--- src/rtl/dcache_sram_arbiter_if.sv ---
// Requester-side bus of the dcache SRAM arbiter: per-port request/write/address/data in,
// one-hot grant, per-port read-valid and the shared read data out.
interface dcache_sram_arbiter_if #(
  parameter int unsigned NR_PORTS   = 5,
  parameter int unsigned NUM_WORDS  = 256,
  parameter int unsigned DATA_WIDTH = 128
);
  // Handshake: a port raises req_i with we_i/addr_i/wdata_i stable and holds them until it sees
  // gnt_o for itself in the same cycle (transfer happens on that clock edge); a granted read
  // returns rdata_o qualified by rvalid_o exactly one cycle later; writes return nothing.
  logic [NR_PORTS-1:0]                          req_i;
  logic [NR_PORTS-1:0]                          we_i;
  logic [NR_PORTS-1:0][$clog2(NUM_WORDS)-1:0]   addr_i;
  logic [NR_PORTS-1:0][DATA_WIDTH-1:0]          wdata_i;
  logic [NR_PORTS-1:0]                          gnt_o;
  logic [NR_PORTS-1:0]                          rvalid_o;
  logic [DATA_WIDTH-1:0]                        rdata_o;

  modport master (
    output req_i, we_i, addr_i, wdata_i,
    input  gnt_o, rvalid_o, rdata_o
  );

  modport slave (
    input  req_i, we_i, addr_i, wdata_i,
    output gnt_o, rvalid_o, rdata_o
  );
endinterface

--- src/rtl/dcache_sram_arbiter.sv ---
// Single-port data-array arbiter: zeroes every row after reset or on init_ni, then grants the
// SRAM to the miss handler (port 0, starvation-bounded) or round-robin among cache controllers.
module dcache_sram_arbiter #(
  parameter int unsigned NR_PORTS     = 5,
  parameter int unsigned NUM_WORDS    = 256,
  parameter int unsigned DATA_WIDTH   = 128,
  parameter int unsigned STARVE_LIMIT = 8
) (
  input  logic                          clk_i,
  input  logic                          rst_ni,
  input  logic                          init_ni,
  dcache_sram_arbiter_if.slave          bus,
  output logic                          sram_req_o,
  output logic                          sram_we_o,
  output logic [$clog2(NUM_WORDS)-1:0]  sram_addr_o,
  output logic [DATA_WIDTH-1:0]         sram_wdata_o,
  input  logic [DATA_WIDTH-1:0]         sram_rdata_i,
  output logic                          init_done_o,
  output logic                          dbg_state_o
);

  localparam int unsigned AW = $clog2(NUM_WORDS);
  localparam int unsigned PW = (NR_PORTS > 1) ? $clog2(NR_PORTS) : 1;
  localparam int unsigned SW = (STARVE_LIMIT > 0) ? $clog2(STARVE_LIMIT + 1) : 1;

  typedef enum logic {
    SWEEP = 1'b0,
    SERVE = 1'b1
  } state_e;

  state_e              r_state, w_state_nxt;
  logic [AW-1:0]       r_sweep_cnt, w_sweep_cnt_nxt;
  logic [PW-1:0]       r_rr_ptr, w_rr_ptr_nxt;
  logic [SW-1:0]       r_starve_cnt, w_starve_cnt_nxt;
  logic [NR_PORTS-1:0] r_rvalid;
  logic [NR_PORTS-1:0] w_gnt;
  logic [PW-1:0]       w_gnt_idx;
  logic                w_others_req;
  logic                w_rr_found;
  logic [PW-1:0]       w_rr_idx;

  // Round-robin search over ports 1..NR_PORTS-1 starting at the pointer; port 0 never competes here.
  always_comb begin
    int unsigned idx;
    logic [PW-1:0] cand;
    idx          = 0;
    cand         = '0;
    w_others_req = 1'b0;
    w_rr_found   = 1'b0;
    w_rr_idx     = r_rr_ptr;
    for (int unsigned p = 1; p < NR_PORTS; p++) begin
      if (bus.req_i[p]) w_others_req = 1'b1;
    end
    for (int unsigned k = 0; k < NR_PORTS - 1; k++) begin
      idx = 32'(r_rr_ptr) + k;
      if (idx >= NR_PORTS) idx = idx - (NR_PORTS - 1);
      cand = idx[PW-1:0];
      if (!w_rr_found && bus.req_i[cand]) begin
        w_rr_found = 1'b1;
        w_rr_idx   = cand;
      end
    end
  end

  always_comb begin
    w_state_nxt      = r_state;
    w_sweep_cnt_nxt  = r_sweep_cnt;
    w_rr_ptr_nxt     = r_rr_ptr;
    w_starve_cnt_nxt = r_starve_cnt;
    w_gnt            = '0;
    w_gnt_idx        = '0;
    sram_req_o       = 1'b0;
    sram_we_o        = 1'b0;
    sram_addr_o      = '0;
    sram_wdata_o     = '0;
    init_done_o      = 1'b0;
    case (r_state)
      SWEEP: begin
        sram_req_o  = 1'b1;
        sram_we_o   = 1'b1;
        sram_addr_o = r_sweep_cnt;
        if (!init_ni) begin
          w_sweep_cnt_nxt = '0;
        end else begin
          w_sweep_cnt_nxt = r_sweep_cnt + 1'b1;
          if (r_sweep_cnt == AW'(NUM_WORDS - 1)) w_state_nxt = SERVE;
        end
      end
      SERVE: begin
        init_done_o = 1'b1;
        // Port 0 loses its priority only while someone else is actually waiting.
        if (bus.req_i[0] && ((32'(r_starve_cnt) < STARVE_LIMIT) || !w_others_req)) begin
          w_gnt[0]  = 1'b1;
          w_gnt_idx = '0;
        end else if (w_rr_found) begin
          w_gnt[w_rr_idx] = 1'b1;
          w_gnt_idx       = w_rr_idx;
          w_rr_ptr_nxt    = (32'(w_rr_idx) == NR_PORTS - 1) ? PW'(1) : w_rr_idx + 1'b1;
        end
        if (w_gnt[0] && w_others_req) begin
          if (32'(r_starve_cnt) < STARVE_LIMIT) w_starve_cnt_nxt = r_starve_cnt + 1'b1;
        end else begin
          w_starve_cnt_nxt = '0;
        end
        sram_req_o = |w_gnt;
        if (|w_gnt) begin
          sram_we_o    = bus.we_i[w_gnt_idx];
          sram_addr_o  = bus.addr_i[w_gnt_idx];
          sram_wdata_o = bus.wdata_i[w_gnt_idx];
        end
        if (!init_ni) begin
          w_state_nxt     = SWEEP;
          w_sweep_cnt_nxt = '0;
        end
      end
      default: begin
        w_state_nxt     = SWEEP;
        w_sweep_cnt_nxt = '0;
      end
    endcase
  end

  always_ff @(posedge clk_i or negedge rst_ni) begin
    if (!rst_ni) begin
      r_state      <= SWEEP;
      r_sweep_cnt  <= '0;
      r_rr_ptr     <= PW'(1);
      r_starve_cnt <= '0;
      r_rvalid     <= '0;
    end else begin
      r_state      <= w_state_nxt;
      r_sweep_cnt  <= w_sweep_cnt_nxt;
      r_rr_ptr     <= w_rr_ptr_nxt;
      r_starve_cnt <= w_starve_cnt_nxt;
      r_rvalid     <= w_gnt & ~bus.we_i;
    end
  end

  assign bus.gnt_o    = w_gnt;
  assign bus.rvalid_o = r_rvalid;
  assign bus.rdata_o  = sram_rdata_i;
  assign dbg_state_o  = r_state;

endmodule
--- src/flat_wrapper.sv ---
// flat-port wrapper written by rule: the top's interface ports become plain ports
module dcache_sram_arbiter_flat 
#(
  parameter int unsigned NR_PORTS     = 5,
  parameter int unsigned NUM_WORDS    = 256,
  parameter int unsigned DATA_WIDTH   = 128,
  parameter int unsigned STARVE_LIMIT = 8
)
  (clk_i, rst_ni, init_ni, sram_req_o, sram_we_o, sram_addr_o, sram_wdata_o, sram_rdata_i, init_done_o, dbg_state_o, bus_req_i, bus_we_i, bus_addr_i, bus_wdata_i, bus_gnt_o, bus_rvalid_o, bus_rdata_o);
  dcache_sram_arbiter_if #(.NR_PORTS(NR_PORTS), .NUM_WORDS(NUM_WORDS), .DATA_WIDTH(DATA_WIDTH)) bus_i ();
  input  logic clk_i;
  input  logic rst_ni;
  input  logic init_ni;
  output logic sram_req_o;
  output logic sram_we_o;
  output logic [$clog2(NUM_WORDS)-1:0] sram_addr_o;
  output logic [DATA_WIDTH-1:0] sram_wdata_o;
  input  logic [DATA_WIDTH-1:0] sram_rdata_i;
  output logic init_done_o;
  output logic dbg_state_o;
  input wire logic [$bits(bus_i.req_i)-1:0] bus_req_i;
  input wire logic [$bits(bus_i.we_i)-1:0] bus_we_i;
  input wire logic [$bits(bus_i.addr_i)-1:0] bus_addr_i;
  input wire logic [$bits(bus_i.wdata_i)-1:0] bus_wdata_i;
  output wire logic [$bits(bus_i.gnt_o)-1:0] bus_gnt_o;
  output wire logic [$bits(bus_i.rvalid_o)-1:0] bus_rvalid_o;
  output wire logic [$bits(bus_i.rdata_o)-1:0] bus_rdata_o;
  assign bus_i.req_i = bus_req_i;
  assign bus_i.we_i = bus_we_i;
  assign bus_i.addr_i = bus_addr_i;
  assign bus_i.wdata_i = bus_wdata_i;
  assign bus_gnt_o = bus_i.gnt_o;
  assign bus_rvalid_o = bus_i.rvalid_o;
  assign bus_rdata_o = bus_i.rdata_o;
  dcache_sram_arbiter #(.NR_PORTS(NR_PORTS), .NUM_WORDS(NUM_WORDS), .DATA_WIDTH(DATA_WIDTH), .STARVE_LIMIT(STARVE_LIMIT)) u_core (.clk_i(clk_i), .rst_ni(rst_ni), .init_ni(init_ni), .bus(bus_i), .sram_req_o(sram_req_o), .sram_we_o(sram_we_o), .sram_addr_o(sram_addr_o), .sram_wdata_o(sram_wdata_o), .sram_rdata_i(sram_rdata_i), .init_done_o(init_done_o), .dbg_state_o(dbg_state_o));
endmodule
--- config.mk ---
export PLATFORM = sky130hd
export DESIGN_NAME = dcache_sram_arbiter_flat
export DESIGN_NICKNAME = d
export VERILOG_FILES = /design/src/rtl/dcache_sram_arbiter_if.sv /design/src/rtl/dcache_sram_arbiter.sv /design/src/flat_wrapper.sv
export SDC_FILE = /design/constraint.sdc
export NUM_CORES = 1
export LEC_CHECK = 0
export CORE_AREA = 2 2 426 428
export CTS_CLUSTER_SIZE = 28
export DETAILED_ROUTE_END_ITERATION = 8
export DIE_AREA = 0 0 428 430
export GPL_TIMING_DRIVEN = 0
export PLACE_DENSITY = 0.3
export RECOVER_POWER = 50
export SLEW_MARGIN = 25
export SYNTH_ARGS = -nofsm -noshare
export SYNTH_HDL_FRONTEND = slang
export SYNTH_SLANG_ARGS = --single-unit
--- constraint.sdc ---
create_clock -name clk_i -period 5 [get_ports clk_i]
set_input_delay 0.75 -clock clk_i [delete_from_list [all_inputs] [get_ports clk_i]]
set_output_delay 0.75 -clock clk_i [all_outputs]
set_load 0.01 [all_outputs]
==> flow_metrics.py <==
metrics = {
    "global_routing": {
        "grt_pass1_vias": 19300,
        "grt_pass1_wl_mm": 192.6,
        "antenna_found_initial": 54,
        "grt_max_degree": 22,
        "grt.total_usage_pct": 15.36,
        "gr-total-overflow": 0,
    },
    "cts": {
        "clockRootBuffer": "clkbuf_16",
        "clk-insertion-delay-late_ns": 0.26,
        "clk_pin_slew_ns": 0.06,
        "clockBufferDepth": 2,
        "numCtsBuffers": 3,
        "clock_sinks": 21,
        "cts_tree": "built",
        "cts_max_level": 1,
    },
    "drt": {
        "dr.pass1.iters": 5,
        "drt_wl_total_mm": 150.0,
        "route.detailed.drc": 0,
        "vias_per_cell": 3.693,
        "first_iter_violations": 1337,
        "vias": 19520,
        "ant_nets": 0,
        "wl_per_cell_um": 28.39,
    },
    "worst_setup_path": {
        "path_cells": "clkdlybuf4s50_1 > nand2_1 > mux2_2 > a22oi_2 > a21oi_4 > clkbuf_4 > buf_16 > buf_2 > nor3_4 > a211oi_1 > o21ai_2 > o21ai_0 > a21oi_2 > clkdlybuf4s15_2",
        "path_delay_family": "buffers and inverters",
        "crit_path_start_kind": "input pin",
        "critPathBufInv": 5,
        "critPathLaunch": "bus_req_i[4]",
        "slowest_delay_ns": 0.62,
        "crit_fanout": 10,
        "arrival_ns": 4.16,
        "cp-end-kind": "output port",
        "critPathSlowestCell": "clkdlybuf4s50_1",
        "rr_startpoint": "u_core.r_rr_ptr[1]$_DFFE_PN0P_",
        "crit_type": "input pin to output port",
        "required_ns": 4.25,
    },
    "cells_and_area": {
        "post-route-util_pct": 14.55,
        "final_net_count": 3737,
        "syn2layout_area_growth_pct": 126.5,
        "n_fill_cell": 20720,
        "multiInputGateArea_um2": 10020,
        "final_cells": 5285,
        "regArea_um2": 528.0,
        "drive_gt1_share_pct": 24.46,
    },
    "synth": {
        "synth_seq_cells": 21,
        "yosys.area.top_type": "o21ai_0",
        "synth_cell_type_count": 68,
        "yosys.area_share.adder_pct": 0.8666,
        "synth-edff-count": 0,
        "yosys.area.top_type_share_pct": 20.89,
        "synth_common_cells": "o21ai_0, a21oi_1, nand2_1",
        "synth-compound-area-share_pct": 47.13,
        "synth_area_um2": 11550,
        "syn-num-nets": 2717,
        "synthTopCellsByArea": "o21ai_0, a21oi_1, a211oi_1",
        "synthSimpleGateAreaFrac_pct": 15.13,
        "async_flop_share_pct": 100.0,
        "synth_top_family_by_area": "compound AO/OA/AOI/OAI gates",
        "ys_warn_count": 0,
        "synth_xor_area_share_pct": 0.6825,
        "synth.most_common_cell": "o21ai_0",
        "syn_avg_cell_area_um2": 6.117,
        "synthFlopType": "dfrtp_1",
        "synthCells": 1888,
        "seq_area_frac_synth_pct": 4.561,
        "synthMuxAreaShare_pct": 15.14,
    },
    "floorplanning": {
        "die_w_um": 428,
        "start_util_pct": 6.425,
        "fp.coreArea_um2": 179800,
        "num_rows": 156,
        "die_h_um": 430,
        "fp.dieArea_um2": 184000,
        "ioPinCount": 1099,
    },
    "timing": {
        "hold_violations": 0,
        "max_freq_mhz": 203.7,
        "drv_slew": 0,
        "setup_viol": 0,
        "rsz0062_at_grt": "true",
        "worst_pin_slew_ns": 1.346,
        "period_needed_ns": 4.909,
        "slew_headroom_pct": 10.24,
        "skew_ns": 0.001916,
        "post-route-period-util_pct": 98.18,
    },
    "power_and_ir_drop": {
        "power.density_nw_per_um2": 569.5,
        "p_leak_nw": 9.353,
        "peakVddDrop_uv": 529.3,
    },
    "worst_hold_path": {
        "hp-start": "u_core.r_starve_cnt[0]$_DFFE_PN0P_",
        "hp-class": "register to register",
    },
    "placement": {
        "portBuffers": 970,
        "gp_congestion": 0.8520,
        "dp_hpwl_mm": 128.7,
        "placedCellCount": 5234,
    },
    "status": {
        "outcome": "finished clean",
    },
    "job": {
        "maxCapViolations": 0,
    },
}
==> registers in the layout, indices dropped and copies added (netlist names) <==
register and cells:
u_core.r_starve_cnt 4, u_core.r_rr_ptr 3, u_core.dbg_state_o 1, u_core.bus.rvalid_o 5, u_core.r_sweep_cnt 8
==> stage by stage <==
| step | hold slack (ns) | power, mW | instance area (µm²) | worst slack [ns] | TNS, ns |
|---|---|---|---|---|---|
| floorplan | 0.4544 | 6.459 | 11550 | 0.6411 | 0 |
| global placement | 0.5218 | 12.19 | 24220 | -3.686 | -402.73 |
| detailed placement | 0.5145 | 12.27 | 24370 | -2.501 | -270.41 |
| CTS | 0.4923 | 14.88 | 25980 | -0.1207 | -0.4602 |
| global route | 0.5691 | 15.97 | 26150 | -0.08354 | -0.2091 |
| finish | 0.5343 | 14.90 | 26160 | 0.09094 | 0 |
==> area by class of cell <==
class | instances | share of cell area [%]
Tap cell | 2370 | 11.34
Inverter | 7 | 0.1483
Antenna cell | 8 | 0.07654
Sequential cell | 21 | 2.019
Clock buffer | 3 | 0.2870
Buffer | 338 | 9.735
Clock inverter | 1 | 0.01913
Timing Repair Buffer | 1018 | 38.07
Multi-Input combinational cell | 1519 | 38.31
==> logic make-up after synthesis <==
| family | after synthesis |
|---|---|
| adders and majority gates | 8 |
| xor gates and xnor gates | 9 |
| muxes | 142 |
| buffers and inverters | 348 |
| DFF | 21 |
| and+or+nand+nor | 374 |
| AOI/OAI and AO/OA | 986 |
==> report_power, final <==
part	internal [mW]	leakage (nW)	total (mW)	switching [mW]
clock	0.108	0.0409	0.178	0.0705
combinational	5.30	9.04	14.5	9.21
sequential	0.188	0.276	0.207	0.0195
==> cells in the final DEF, fill, tap and decap left out, types with 9 or more instances in the layout <==
cell type / netlist / layout
clkdlybuf4s15_1: 0 / 9
mux2_4: 40 / 48
dlygate4sd3_1: 0 / 119
buf_8: 0 / 10
clkbuf_1: 168 / 44
o21ai_4: 0 / 12
mux2_2: 89 / 81
dfrtp_1: 20 / 19
buf_4: 131 / 195
clkbuf_4: 0 / 41
buf_6: 10 / 19
a211oi_1: 136 / 134
o21ai_0: 482 / 386
clkdlybuf4s50_1: 0 / 709
buf_2: 24 / 20
a21oi_2: 1 / 20
clkbuf_8: 0 / 11
clkbuf_2: 0 / 96
a21oi_1: 278 / 239
o21ai_2: 1 / 52
clkdlybuf4s15_2: 0 / 12
nor2_1: 10 / 9
nand2_1: 171 / 168
dlygate4sd2_1: 0 / 44
a21oi_4: 1 / 21
nor3_1: 136 / 131
buf_12: 0 / 13
o21ai_1: 49 / 82
==> path summary, 6_finish.rpt <==
path / end / slack, ns / cells after the start
worst max-delay path: sram_wdata_o[17] / 0.09 / 14
worst max register to register: u_core.r_starve_cnt[2]$_DFFE_PN0P_ / 1.09 / 13
max in group asynchronous: u_core.r_rr_ptr[1]$_DFFE_PN0P_ / 3.33 / 1
worst min register to register: u_core.r_starve_cnt[0]$_DFFE_PN0P_ / 0.53 / 1
worst min-delay path: u_core.r_starve_cnt[0]$_DFFE_PN0P_ / 0.53 / 1
min in group asynchronous: u_core.bus.rvalid_o[0]$_DFF_PN0_ / 0.78 / 1
==> metal layers <==
layer | wire length, µm | part of all wire [%] | GRT usage [%]
met3 | 7505 | 5.0 | 2.421
met4 | 1427 | 0.95 | 1.291
met2 | 79950 | 53 | 29.19
met5 | 92 | 0.061 | 0
met1 | 61080 | 41 | 18.61
==> what timing repair did <==
action                                  CTS  global route
resized for setup                       769           256
gates cloned                              3             0
endpoints found under the setup margin  144           131
pin swaps                                38            32
hold endpoints to repair                  0             0
setup buffers                            30             9
hold buffers                              0             0
Note: power is estimated with default switching activity, not from simulation.
